File: src/rtl/cook_sequencer.sv
// Microwave cook sequencer: one FSM owns the mm:ss countdown and the magnetron duty cycle.
// Optional macro QUICK_START_EN: start at 00:00 quick-starts 00:30 at full power; start in COOK adds 30 s.
module cook_sequencer #(
    parameter int unsigned TICK_DIV    = 50_000_000,
    parameter int unsigned DUTY_WINDOW = 10
) (
    input  logic       clk,
    input  logic       reset,
    input  logic       start,
    input  logic       stop,
    input  logic       clear,
    input  logic       door_closed,
    input  logic       time_load,
    input  logic [6:0] load_min,
    input  logic [5:0] load_sec,
    input  logic [3:0] power_level,
    output logic       magnetron_en,
    output logic       cooking,
    output logic       paused,
    output logic       done,
    output logic [6:0] rem_min,
    output logic [5:0] rem_sec
);
    localparam int unsigned TW = (TICK_DIV > 1) ? $clog2(TICK_DIV) : 1;
    localparam int unsigned DW = (DUTY_WINDOW > 1) ? $clog2(DUTY_WINDOW) : 1;

    typedef enum logic [1:0] {S_IDLE, S_COOK, S_PAUSE, S_DONE} state_t;

    state_t        r_state, w_state_nxt;
    logic [6:0]    r_min, w_min_nxt, w_base_min, w_dec_min, w_ld_min;
    logic [5:0]    r_sec, w_sec_nxt, w_base_sec, w_dec_sec, w_ld_sec;
    logic [TW-1:0] r_tick, w_tick_nxt;
    logic [DW-1:0] r_dsec, w_dsec_nxt;
    logic          r_start_d, r_stop_d, r_clear_d;
    logic          r_quick, w_quick_nxt;
    logic          w_start_edge, w_stop_edge, w_clear_edge;
    logic          w_time_zero, w_tick_wrap, w_dsec_wrap, w_duty_on;
    logic [3:0]    w_pwr;

    assign w_start_edge = start & ~r_start_d;
    assign w_stop_edge  = stop & ~r_stop_d;
    assign w_clear_edge = clear & ~r_clear_d;
    assign w_time_zero  = (r_min == '0) && (r_sec == '0);
    assign w_tick_wrap  = (r_tick == TW'(TICK_DIV - 1));
    assign w_dsec_wrap  = (r_dsec == DW'(DUTY_WINDOW - 1));
    assign w_ld_min     = (load_min > 7'd99) ? 7'd99 : load_min;
    assign w_ld_sec     = (load_sec > 6'd59) ? 6'd59 : load_sec;
    assign w_pwr        = (r_quick || power_level == 4'd0 || power_level > 4'd10) ? 4'd10 : power_level;
    assign w_duty_on    = 32'(w_dsec_nxt) < 32'(w_pwr);

    assign rem_min = r_min;
    assign rem_sec = r_sec;

    // Base time (optionally +30 s, saturating) followed by the one-second borrow decrement.
    always_comb begin
        w_base_min = r_min;
        w_base_sec = r_sec;
`ifdef QUICK_START_EN
        if (w_start_edge) begin
            if (r_sec >= 6'd30) begin
                if (r_min >= 7'd99) begin
                    w_base_min = 7'd99;
                    w_base_sec = 6'd59;
                end else begin
                    w_base_min = r_min + 7'd1;
                    w_base_sec = r_sec - 6'd30;
                end
            end else begin
                w_base_sec = r_sec + 6'd30;
            end
        end
`endif
        w_dec_min = w_base_min;
        w_dec_sec = w_base_sec;
        if (w_base_sec != '0) begin
            w_dec_sec = w_base_sec - 6'd1;
        end else if (w_base_min != '0) begin
            w_dec_min = w_base_min - 7'd1;
            w_dec_sec = 6'd59;
        end
    end

    always_comb begin
        w_state_nxt = r_state;
        w_min_nxt   = r_min;
        w_sec_nxt   = r_sec;
        w_tick_nxt  = r_tick;
        w_dsec_nxt  = r_dsec;
        w_quick_nxt = r_quick;
        if (w_clear_edge) begin
            w_state_nxt = S_IDLE;
            w_min_nxt   = '0;
            w_sec_nxt   = '0;
            w_quick_nxt = 1'b0;
        end else begin
            case (r_state)
                S_IDLE: begin
                    if (time_load) begin
                        w_min_nxt   = w_ld_min;
                        w_sec_nxt   = w_ld_sec;
                        w_quick_nxt = 1'b0;
                    end else if (!w_stop_edge && door_closed && w_start_edge) begin
                        if (!w_time_zero) begin
                            w_state_nxt = S_COOK;
                            w_tick_nxt  = '0;
                            w_dsec_nxt  = '0;
                        end
`ifdef QUICK_START_EN
                        else begin
                            w_state_nxt = S_COOK;
                            w_tick_nxt  = '0;
                            w_dsec_nxt  = '0;
                            w_min_nxt   = '0;
                            w_sec_nxt   = 6'd30;
                            w_quick_nxt = 1'b1;
                        end
`endif
                    end
                end
                S_COOK: begin
                    if (w_stop_edge || !door_closed) begin
                        w_state_nxt = S_PAUSE;
                    end else if (w_tick_wrap) begin
                        w_tick_nxt = '0;
                        w_dsec_nxt = w_dsec_wrap ? '0 : r_dsec + DW'(1);
                        w_min_nxt  = w_dec_min;
                        w_sec_nxt  = w_dec_sec;
                        if (w_dec_min == '0 && w_dec_sec == '0)
                            w_state_nxt = S_DONE;
                    end else begin
                        w_tick_nxt = r_tick + TW'(1);
                        w_min_nxt  = w_base_min;
                        w_sec_nxt  = w_base_sec;
                    end
                end
                S_PAUSE: begin
                    if (w_stop_edge) begin
                        w_state_nxt = S_IDLE;
                        w_min_nxt   = '0;
                        w_sec_nxt   = '0;
                    end else if (door_closed && w_start_edge) begin
                        w_state_nxt = S_COOK;
                    end
                end
                S_DONE: begin
                    if (time_load) begin
                        w_state_nxt = S_IDLE;
                        w_min_nxt   = w_ld_min;
                        w_sec_nxt   = w_ld_sec;
                        w_quick_nxt = 1'b0;
                    end else if (!w_stop_edge && !door_closed) begin
                        w_state_nxt = S_IDLE;
                    end
                end
                default: w_state_nxt = S_IDLE;
            endcase
        end
    end

    always_ff @(posedge clk or posedge reset) begin
        if (reset) begin
            r_state      <= S_IDLE;
            r_min        <= '0;
            r_sec        <= '0;
            r_tick       <= '0;
            r_dsec       <= '0;
            r_quick      <= 1'b0;
            r_start_d    <= 1'b0;
            r_stop_d     <= 1'b0;
            r_clear_d    <= 1'b0;
            magnetron_en <= 1'b0;
            cooking      <= 1'b0;
            paused       <= 1'b0;
            done         <= 1'b0;
        end else begin
            r_state      <= w_state_nxt;
            r_min        <= w_min_nxt;
            r_sec        <= w_sec_nxt;
            r_tick       <= w_tick_nxt;
            r_dsec       <= w_dsec_nxt;
            r_quick      <= w_quick_nxt;
            r_start_d    <= start;
            r_stop_d     <= stop;
            r_clear_d    <= clear;
            magnetron_en <= (w_state_nxt == S_COOK) && door_closed && w_duty_on;
            cooking      <= (w_state_nxt == S_COOK);
            paused       <= (w_state_nxt == S_PAUSE);
            done         <= (w_state_nxt == S_DONE);
        end
    end
endmodule

File: config.mk
export PLATFORM = sky130hd
export DESIGN_NAME = cook_sequencer
export DESIGN_NICKNAME = d
export VERILOG_FILES = /design/src/rtl/cook_sequencer.sv
export SDC_FILE = /design/constraint.sdc
export NUM_CORES = 1
export LEC_CHECK = 0
export ABC_AREA = 1
export CELL_PAD_IN_SITES_DETAIL_PLACEMENT = 1
export CELL_PAD_IN_SITES_GLOBAL_PLACEMENT = 2
export CORE_ASPECT_RATIO = 2
export CORE_UTILIZATION = 30
export DETAILED_ROUTE_END_ITERATION = 16
export HOLD_SLACK_MARGIN = 0.15
export PLACE_DENSITY = 0.76
export SYNTH_ARGS = -nofsm -noshare
export SYNTH_HDL_FRONTEND = slang
export SYNTH_SLANG_ARGS = --single-unit
File: constraint.sdc
create_clock -name clk -period 2.75 [get_ports clk]
set_input_delay 0.55 -clock clk [delete_from_list [all_inputs] [get_ports clk]]
set_output_delay 0.55 -clock clk [all_outputs]
set_load 0.01 [all_outputs]
; ---- After elaboration in Yosys (flattened, before gate mapping)
; Index checks and enable logic that the tools add are counted.
[word_totals]
mem_bits_rw = 0
ff_bits = 53
n_memories = 0
elab_cells = 120
latchBits = 0
rom_bits = 0
[classes]
n_reduce_logical = 28
mul = 0
div = 0
n_addsub = 4
muxes = 48
n_eq_ne = 16
order_cmp = 4
bitwise_logic = 7
shifts = 0
[ops]
columns = operator, n
row1 = $mux W26, 5
row2 = $mux W7, 8
row3 = $pmux W26 S2, 1
row4 = $mux W6, 8
row5 = $mux W4, 8
row6 = $add A26 B1 Y26 const B, 1
row7 = $eq A26 B26 Y1 const B, 1
row8 = $mux W2, 11
row9 = $pmux W7 S3, 1
row10 = $pmux W6 S3, 1
row11 = $logic_not A7 Y1, 2
row12 = $logic_not A6 Y1, 2
row13 = $ne A3 B3 Y1 const B, 3
row14 = $eq A2 B2 Y1 const B, 4
row15 = $logic_and A1 B1 Y1, 8
row16 = $ne A2 B2 Y1 const B, 4
row17 = $pmux W2 S4, 1
row18 = $pmux W4 S2, 1
row19 = $gt A7 B7 Y1 const B, 1
row20 = $reduce_bool A7 Y1, 1
row21 = $sub A7 B1 Y7 const B, 1
row22 = $gt A6 B6 Y1 const B, 1
row23 = $reduce_and A6 Y1, 1
row24 = $reduce_bool A2 Y1, 3
row25 = other kinds (18), 29

; ---- Longest topological paths before layout
; Gate-level depths: netlist (run 1).
[depth]
depth_word = 13
depth_mapped = 20
depth_no_buf = 19

; ---- Least setup slack after synthesis (run 1)
; No wires, ideal clock.
[synth_path]
path_type = reg-to-reg
start = register r_sec[0], in the netlist rem_sec[0]
end = register magnetron_en
synth_period_minus_slack_ns = 2.466
slack_ns = 0.284
setup_ns = 0.069
t_arrival_ns = 2.397
path_stages_with_launch = 21
cell_sequence = dfrtp_1 inv_1 ha_1 inv_1 nor2_2 nand3_2 nor2_2 inv_2 a21oi_1 nor2_1 buf_6 nand2_4 inv_2 buf_6 o22ai_1 ha_1 nand2_1 nand2_1 nand2_1 nand2_1 nor2_2
[synth_lines]
columns = item, line_no
row1 = start: declaration, 31  ; logic [5:0] r_sec, w_sec_nxt, w_base_sec, w_dec_sec, w_ld_sec;
row2 = start signal: assignment, 178  ; r_sec <= w_sec_nxt;
row3 = $logic_not A6 Y1, 43  ; assign w_time_zero = (r_min == '0) && (r_sec == '0);
row4 = $logic_and A1 B1 Y1, 43
row5 = $mux W4, 103  ; if (!w_time_zero) begin
row6 = $mux W4, 102  ; end else if (!w_stop_edge && door_closed && w_start_edge) begin
row7 = $mux W4, 98  ; if (time_load) begin
row8 = $pmux W4 S2, 96  ; case (r_state)
row9 = $mux W4, 90  ; if (w_clear_edge) begin
row10 = net w_dsec_nxt[1], 33  ; logic [DW-1:0] r_dsec, w_dsec_nxt;
row11 = $lt A4 B4 Y1, 49  ; assign w_duty_on = 32'(w_dsec_nxt) < 32'(w_pwr);
row12 = $logic_and A1 B1 Y1, 185  ; magnetron_en <= (w_state_nxt == S_COOK) && door_closed && w_duty_on;
row13 = end signal: assignment, 185
row14 = end: declaration, 17  ; output logic magnetron_en,
; The timed path passes the listed nets, and every way through them passes these cells.
; A chain may end at the register's enable or synchronous reset.

; ---- Worst setup path in the final report (run 1)
[layout_path]
start = register r_min[1], in the netlist rem_min[1]
end = register magnetron_en
[layout_between]
elab_chain_cells = 13
[layout_lines]
columns = item, line_no
row1 = start: declaration, 30  ; logic [6:0] r_min, w_min_nxt, w_base_min, w_dec_min, w_ld_min;
row2 = start signal: assignment, 177  ; r_min <= w_min_nxt;
row3 = $sub A7 B1 Y7 / $reduce_bool A7 Y1 (equally long branches), "78, 77"
row4 = $mux W7 / $mux W6 (equally long branches), 77  ; end else if (w_base_min != '0) begin
row5 = $mux W7 / $mux W6 (equally long branches), 75  ; if (w_base_sec != '0) begin
row6 = $logic_not A7 Y1 / $logic_not A6 Y1 (equally long branches), 128  ; if (w_dec_min == '0 && w_dec_sec == '0)
row7 = $logic_and A1 B1 Y1, 128
row8 = $mux W2, 128
row9 = $mux W2, 123  ; end else if (w_tick_wrap) begin
row10 = $mux W2, 121  ; if (w_stop_edge || !door_closed) begin
row11 = $pmux W2 S4 (*), 96
row12 = $mux W2 (*), 90
row13 = net w_state_nxt[0], 29  ; state_t r_state, w_state_nxt;
row14 = $eq A2 B1 Y1 (*), 185
row15 = $logic_and A1 B1 Y1 (*) (2 in series), 185
; Mark *: on every way through the listed nets, which the timed path passes. The rest lies on a longest branch.

==> load_flow_metrics.sql, run 1 <==
INSERT INTO impl_metrics (metric_group, metric, value, unit) VALUES
('power_and_ir_drop', 'power.density', '867.8', 'mW/mm²'),
('min_path', 'whs_path_depth', '1', ''),
('routing', 'drt.antenna.violating_nets', '0', ''),
('sta', 'finalMaxSlewViolations', '0', ''),
('sta', 'post-route-min-period', '2.477', 'ns'),
('die', 'chipWidth', '81.03', 'µm'),
('logic_synthesis', 'synthFlopType', 'sky130_fd_sc_hd__dfrtp_1', ''),
('clocking', 'cts-htree-levels', '2', ''),
('sta', 'finalSetupViolations', '0', ''),
('logic_synthesis', 'yosysSeqAreaShare', '0.3472', ''),
('worst_setup_path', 'timing.reg2reg.setup_slack', '0.27', 'ns'),
('logic_synthesis', 'synth-edff-count', '0', ''),
('cells_and_area', 'finish.net_count', '624', ''),
('logic_synthesis', 'synth_fp_nets', '555', ''),
('logic_synthesis', 'synth.avg_cell_area', '7.234', 'µm²'),
('min_path', 'hold_path_end', 'r_tick[3]', ''),
('worst_setup_path', 'worst_setup_path_end_kind', 'flip-flop', ''),
('worst_setup_path', 'worst-setup-path-type', 'flip-flop to flip-flop', ''),
('cells_and_area', 'layout_common_cells', '107 x sky130_fd_sc_hd__nand2_1, 64 x sky130_fd_sc_hd__nor2_1, 63 x sky130_fd_sc_hd__inv_1', ''),
('grt', 'grt.overflow.total', '0', ''),
('cells_and_area', 'antenna-diode-count', '0', ''),
('worst_setup_path', 'regToRegEndpoint', 'magnetron_en', ''),
('placement', 'dp_hpwl', '10610', 'µm'),
('routing', 'firstDrtPassIters', '4', ''),
('cells_and_area', 'final_layout_size_suffix_gt1_frac', '0.1652', ''),
('clocking', 'clock_insertion_delay_worst_skew', '0.30', 'ns'),
('routing', 'drt-wirelength-per-cell', '17.37', 'µm'),
('placement', 'gp_routability_congestion', '0.8588', ''),
('cells_and_area', 'layout.cells.most_common', 'sky130_fd_sc_hd__nand2_1', ''),
('worst_setup_path', 'worstReg2RegStart', 'rem_min[1]', ''),
('min_path', 'min-delay-start', 'r_tick[3]', ''),
('cells_and_area', 'post-route-cell-area', '0.004681', 'mm²'),
('sta', 'timing.max_slew.rel_slack', '0.7104', ''),
('routing', 'via_per_inst', '5.078', ''),
('cells_and_area', 'fillerInstances', '1545', ''),
('die', 'die_h', '160.1', 'µm'),
('sta', 'rsz0062_at_grt', 'false', ''),
('worst_setup_path', 'cp_data_required_time', '2.99', 'ns'),
('routing', 'remaining_drc_errors', '0', ''),
('worst_setup_path', 'crit_start', 'rem_min[1]', ''),
('clocking', 'cts_num_sinks', '52', ''),
('logic_synthesis', 'asyncSetResetFlopFracSynth', '1.000', ''),
('run_status', 'status', 'finished clean', ''),
('grt', 'grt.total_usage', '0.2178', ''),
('grt', 'antenna_violations_before_repair', '0', ''),
('clocking', 'cts_root_buffer', 'sky130_fd_sc_hd__clkbuf_16', ''),
('power_and_ir_drop', 'p_leak', '2.170', 'nW'),
('clocking', 'numCtsBuffers', '5', ''),
('min_path', 'hold_path.class', 'flip-flop to flip-flop', ''),
('die', 'die_footprint', '0.01297', 'mm²'),
('grt', 'grt_start_max_net_pins', '19', ''),
('clocking', 'cts.clk_slew.worst_paths', '0.07', 'ns'),
('die', 'design.core.area', '0.01212', 'mm²'),
('die', 'std_cell_rows', '57', ''),
('placement', 'dpl_cell_area', '0.004479', 'mm²'),
('clocking', 'cts_hold_repair.buffers', '0', ''),
('cells_and_area', 'flow.area_growth_from_synthesis', '24.91', '%'),
('grt', 'first_global_vias', '4228', ''),
('logic_synthesis', 'flops_latches_synth', '52', ''),
('worst_setup_path', 'crit_path_max_fanout', '6', ''),
('routing', 'via_count', '3727', ''),
('die', 'top_level_ports', '41', ''),
('sta', 'whs', '0.5371', 'ns'),
('power_and_ir_drop', 'irDropWorstVdd', '0.3844', 'mV'),
('sta', 'max_freq', '403.7', 'MHz'),
('logic_synthesis', 'synth_cells', '518', ''),
('sta', 'setup-tns-final', '0', 'ns'),
('sta', 'total_count_of_hold_check_failures_in_the_final_report', '0', ''),
('grt', 'grt_pass1_wl', '21160', 'µm'),
('worst_setup_path', 'crit_path_dat', '2.72', 'ns'),
('clocking', 'tritoncts_clock_tree', 'done', '');
[Yosys cell counts (all sizes together), types with 2 or more instances]
cell type,instances,share of area
a21oi,24,0.035
a31oi,2,0.0033
a32oi,2,0.0047
buf,8,0.019
dfrtp,52,0.35
ha,13,0.043
inv,74,0.074
nand2,123,0.14
nand3,44,0.066
nand4,10,0.021
nor2,82,0.10
nor3,19,0.032
nor4,3,0.0050
o211ai,8,0.016
o21a,2,0.0040
o21ai,28,0.037
o21bai,3,0.0060
o221ai,2,0.0047
xor2,9,0.021
[per-layer routing]
layer	track usage	part of all wire	vias to the layer above
met5	0	0	-
met4	0.1006	0.040	0
met3	0.02571	0.015	30
met2	0.4446	0.61	58
met1	0.1961	0.33	1808
li1	-	-	1831
[power by group]
| group | leakage (nW) | switching (W) | internal [W] |
|---|---|---|---|
| Sequential | 0.702 | 0.000144 | 0.000900 |
| Clock | 0.0667 | 0.000304 | 0.000333 |
| Combinational | 1.40 | 0.00149 | 0.000887 |
[worst max-delay path by stage]
stage / slack (ns) / to / depth (start not counted)
CTS: 0.03 / magnetron_en / 16
global placement: -0.0005 / magnetron_en / 14
finish: 0.27 / magnetron_en / 17
detailed placement: -0.14 / magnetron_en / 16
global route: 0.02 / magnetron_en / 18
floorplan: 0.28 / magnetron_en / 20
[registers in the layout, indices dropped and copies added (netlist names), 2 cells and up]
register,flops
r_dsec,4
r_state,2
r_tick,26
rem_min,7
rem_sec,6
[timing repair]
item                                    in CTS  in global routing
endpoints found under the setup margin       1                  1
gates resized for setup                      1                 12
setup buffers                                0                  1
[area by class of cell]
cell class	count	area [µm²]	area share
multi-input combinational	383	2155	0.4603
sequential	52	1301	0.2780
timing repair buffer	70	625.6	0.1337
inverter	75	281.5	0.06014
tap	147	183.9	0.03929
clock buffer	6	128.9	0.02753
clock inverter	1	5.005	0.001069
[critical path: stages, from the launching register on]
cell	delay, ns
sky130_fd_sc_hd__dfrtp_1	0.40
sky130_fd_sc_hd__inv_1	0.14
sky130_fd_sc_hd__ha_1	0.17
sky130_fd_sc_hd__inv_1	0.08
sky130_fd_sc_hd__nor2_4	0.12
sky130_fd_sc_hd__nand3_4	0.09
sky130_fd_sc_hd__buf_4	0.18
sky130_fd_sc_hd__o21ai_1	0.15
sky130_fd_sc_hd__nand2_1	0.09
sky130_fd_sc_hd__nor2_1	0.13
sky130_fd_sc_hd__nand2_1	0.11
sky130_fd_sc_hd__nor2_2	0.10
sky130_fd_sc_hd__nand3_2	0.12
sky130_fd_sc_hd__nand2_2	0.09
sky130_fd_sc_hd__nand2_2	0.06
sky130_fd_sc_hd__a21oi_4	0.19
sky130_fd_sc_hd__nand2_2	0.10
sky130_fd_sc_hd__nor2_2	0.08
[through the flow]
step | util | instances | setup WS [ns]
finish | 0.3861 | 734 | 0.2731
global route | 0.3861 | 734 | 0.01836
CTS | 0.3809 | 733 | 0.03255
detailed placement | 0.3695 | 726 | -0.1415
global placement | 0.3695 | 726 | -0.0005496
floorplan | - | 518 | 0.2839
[cells by family (layout without fill, tap and decap cells)]
family / Yosys count / in the layout / share of synthesized area
fa+ha+maj: 13 / 13 / 0.04341
compound gates: 78 / 78 / 0.1269
flops: 52 / 52 / 0.3472
xor+xnor: 10 / 10 / 0.02337
simple gates: 282 / 282 / 0.3653
buf+inv: 83 / 152 / 0.09382
No activity file was read; power rests on OpenSTA's default activity.
==> run 2: changes to the inputs <==
- SKIP_LAST_GASP: default -> 1
- SLEW_MARGIN: default -> 10
==> results of run 2 <==
Same layout as run 1: the final DEF is identical, and so are final timing and power.
==> run 3: changes to the inputs <==
- CORE_MARGIN: default -> 2
==> run 3 against run 2 <==
Design area grew 0.45%. Hold slack got worse by 0.0067 ns. Die area is 3.7% higher. Flip-flop and latch count stayed put. Power is 3.6% higher. Core utilization fell by 0.051 points. Non-clock buffer count down 3. Global-route usage is 2.5 points lower. Routed wire length fell by 1.4%. Clock-buffer cell count is 1 higher. Combinational power hardly changed.
==> load_flow_metrics.sql, run 3 (synthesized netlist as in run 1, its figures left out) <==
INSERT INTO impl_metrics (metric_group, metric, value, unit) VALUES
('worst_setup_path', 'crit_path_dat', '2.74', 'ns'),
('clocking', 'tritoncts_clock_tree', 'done', ''),
('placement', 'gp_routability_congestion', '0.8801', ''),
('clocking', 'postCtsSetupBuffers', '0', ''),
('run_status', 'status', 'finished clean', ''),
('grt', 'grt.overflow.total', '0', ''),
('sta', 'finalMaxSlewViolations', '0', ''),
('clocking', 'numCtsBuffers', '5', ''),
('routing', 'via_count', '3693', ''),
('power_and_ir_drop', 'power_report.internal_total', '0.002260', 'W'),
('clocking', 'cts.clk_slew.worst_paths', '0.07', 'ns'),
('die', 'die_h', '162.1', 'µm'),
('cells_and_area', 'final_layout_size_suffix_gt1_frac', '0.1590', ''),
('cells_and_area', 'layout.cells.most_common', 'sky130_fd_sc_hd__nand2_1', ''),
('worst_setup_path', 'worstSetupStartpointType', 'flip-flop', ''),
('worst_setup_path', 'crit_path_max_fanout', '5', ''),
('worst_setup_path', 'cpPeakStageDelay', '0.41', 'ns'),
('die', 'die_footprint', '0.01346', 'mm²'),
('worst_setup_path', 'cp_data_required_time', '2.99', 'ns'),
('worst_setup_path', 'worst-setup-path-type', 'flip-flop to flip-flop', ''),
('clocking', 'cts-htree-levels', '2', ''),
('power_and_ir_drop', 'p_leak', '2.187', 'nW'),
('cells_and_area', 'top_register', 'r_tick', ''),
('sta', 'finalSetupViolations', '0', ''),
('routing', 'firstDrtPassIters', '4', ''),
('sta', 'final.period_utilization', '0.9099', ''),
('routing', 'via_per_inst', '5.045', ''),
('power_and_ir_drop', 'power_switching_share', '0.4632', ''),
('placement', 'post-place-ws', '-0.06111', 'ns'),
('die', 'start_util', '0.3073', ''),
('clocking', 'cts_root_buffer', 'sky130_fd_sc_hd__clkbuf_16', ''),
('grt', 'grt_start_max_net_pins', '35', ''),
('sta', 'whs', '0.5304', 'ns'),
('power_and_ir_drop', 'irDropWorstVdd', '0.3505', 'mV'),
('routing', 'route.met3.wl', '209', 'µm'),
('routing', 'remaining_drc_errors', '0', ''),
('cells_and_area', 'finish.net_count', '621', ''),
('routing', 'drt-wirelength-per-cell', '17.18', 'µm'),
('min_path', 'hold_path.class', 'flip-flop to flip-flop', ''),
('cells_and_area', 'multi_input_comb_area', '0.002137', 'mm²'),
('power_and_ir_drop', 'power.clock.fraction', '0.186', ''),
('cells_and_area', 'ff_latch_area', '0.001301', 'mm²'),
('grt', 'first_global_vias', '4036', ''),
('grt', 'antenna_violations_before_repair', '0', ''),
('cells_and_area', 'layout_common_cells', '108 x sky130_fd_sc_hd__nand2_1, 65 x sky130_fd_sc_hd__nor2_1, 63 x sky130_fd_sc_hd__inv_1', ''),
('routing', 'routed_wire_length', '12570', 'µm'),
('sta', 'max_freq', '399.6', 'MHz'),
('die', 'std_cell_rows', '57', ''),
('cells_and_area', 'flow.area_growth_from_synthesis', '25.48', '%'),
('sta', 'timing.max_slew.rel_slack', '0.6840', ''),
('worst_setup_path', 'critical-path-slowest-cell', 'sky130_fd_sc_hd__dfrtp_1', ''),
('clocking', 'cts_hold_repair.buffers', '0', ''),
('routing', 'drtIter0Drc', '104', ''),
('routing', 'wirelength_met1', '4242', 'µm'),
('cells_and_area', 'antenna-diode-count', '0', ''),
('cells_and_area', 'post-route-cell-area', '0.004702', 'mm²'),
('clocking', 'ctsLongestPathBuffers', '2', ''),
('routing', 'drt.antenna.violating_nets', '0', ''),
('cells_and_area', 'fillerInstances', '1517', ''),
('grt', 'grt.total_usage', '0.1932', ''),
('power_and_ir_drop', 'comb_power_share', '0.564', ''),
('power_and_ir_drop', 'power.density', '895.3', 'mW/mm²'),
('sta', 'clock-skew-final', '0.008122', 'ns'),
('sta', 'post-route-min-period', '2.502', 'ns'),
('power_and_ir_drop', 'power_switching', '0.001950', 'W'),
('die', 'top_level_ports', '41', ''),
('worst_setup_path', 'worst_setup_path_end_kind', 'flip-flop', ''),
('routing', 'top_layer', 'met4', ''),
('routing', 'met2WireLength', '7848', 'µm'),
('flow_run', 'max_cap_violations', '0', ''),
('clocking', 'clock_insertion_delay_worst_skew', '0.30', 'ns'),
('die', 'chipWidth', '83.03', 'µm'),
('cells_and_area', 'number_of_flip_flops_in_the_largest_register', '26', ''),
('worst_setup_path', 'path_cells', 'ha_1, nand2_2, nor2_4, nand2_4, nor2_8, nand2_4, nor2_1, nand4_1, nand3_1, o21bai_1, nand2_1, nand2_1, nand2_1, ha_1, a211oi_2, nand2_1, nor2_2', ''),
('sta', 'total_count_of_hold_check_failures_in_the_final_report', '0', ''),
('power_and_ir_drop', 'total_power', '0.004210', 'W'),
('placement', 'dpl_cell_area', '0.004477', 'mm²'),
('power_and_ir_drop', 'pwr-share-seq', '0.250', ''),
('clocking', 'cts_num_sinks', '52', ''),
('placement', 'dp_hpwl', '10470', 'µm'),
('sta', 'fin_ws', '0.2477', 'ns'),
('die', 'design.core.area', '0.01220', 'mm²'),
('worst_setup_path', 'timing.critical_path.mode_cell', 'sky130_fd_sc_hd__nand2_1', ''),
('grt', 'grt_pass1_wl', '20600', 'µm'),
('sta', 'tightestPinTransition', '0.4733', 'ns'),
('cells_and_area', 'postLayoutCoreUtil', '0.3856', ''),
('placement', 'io_buffers', '40', '');
[run 3: cell types whose count changed in the layout (fill, tap and decap cells not counted)]
cell	previous run	this run
sky130_fd_sc_hd__buf_4	30	26
sky130_fd_sc_hd__clkbuf_8	0	2
sky130_fd_sc_hd__buf_12	0	1
sky130_fd_sc_hd__bufinv_16	0	1
sky130_fd_sc_hd__clkbuf_1	1	0
sky130_fd_sc_hd__clkinv_2	1	0
sky130_fd_sc_hd__ha_1	11	12
sky130_fd_sc_hd__ha_4	1	0
sky130_fd_sc_hd__nand2_1	107	108
sky130_fd_sc_hd__nand2_2	12	11
sky130_fd_sc_hd__nor2_1	64	65
sky130_fd_sc_hd__nor2_2	11	10
sky130_fd_sc_hd__o21ai_0	22	23
sky130_fd_sc_hd__o21ai_1	6	5
[run 3: path summary, 6_finish.rpt]
path	start	to	slack, ns	cells after the start
setup / recovery	r_tick[1]	magnetron_en	0.25	17
setup reg to reg	r_tick[1]	magnetron_en	0.25	17
min in group asynchronous	reset	rem_min[5]	0.59	2
hold reg to reg	r_tick[3]	r_tick[3]	0.53	1
hold / removal	r_tick[3]	r_tick[3]	0.53	1
max in group asynchronous	reset	r_dsec[3]	1.60	3
[run 3: power by group through the flow]
| stage | clock network [W] | registers [W] | logic (W) |
|---|---|---|---|
| 6_report | 0.000784 | 0.00105 | 0.00237 |
| 5_1_grt | 0.000838 | 0.00107 | 0.00265 |
| 4_1_cts | 0.000817 | 0.00105 | 0.00237 |
| 3_5_place_dp | 0 | 0.00106 | 0.00236 |
| 3_3_place_gp | 0 | 0.00106 | 0.00232 |
| 2_1_floorplan | 0 | 0.00107 | 0.00148 |
[run 3: layout make-up]
class / instances / area share
repair buffers: 67 / 0.1309
clock buffers: 7 / 0.03246
inverters: 75 / 0.05987
clock inverters: 1 / 0.006386
multi-input cells: 383 / 0.4545
flip-flops and latches: 52 / 0.2767
well taps: 147 / 0.03912
[run 3: stage by stage]
stage | instances | TNS, ns
finish | 732 | 0
global route | 732 | -0.001182
CTS | 732 | 0
detailed placement | 724 | -0.06111
global placement | 724 | 0
floorplan | 518 | 0
[run 3: layer usage]
metal | vias to the layer above | GRT usage
met1 | 1798 | 0.1792
met3 | 14 | 0.01931
li1 | 1825 | -
met5 | - | 0
met2 | 56 | 0.4172
met4 | 0 | 0.06408
[run 3: timing repair]
| item | CTS | global route |
|---|---|---|
| hold endpoints to repair | 0 | 0 |
| setup endpoints to repair | 0 | 2 |
| resized for setup | 0 | 9 |
[run 3: critical path: cells and delay by family, from the launching register on]
family | cells | cell delay (ns)
adders and majority gates | 2 | 0.54
AOI/OAI and AO/OA | 2 | 0.29
DFF | 1 | 0.41
and+or+nand+nor | 13 | 1.18
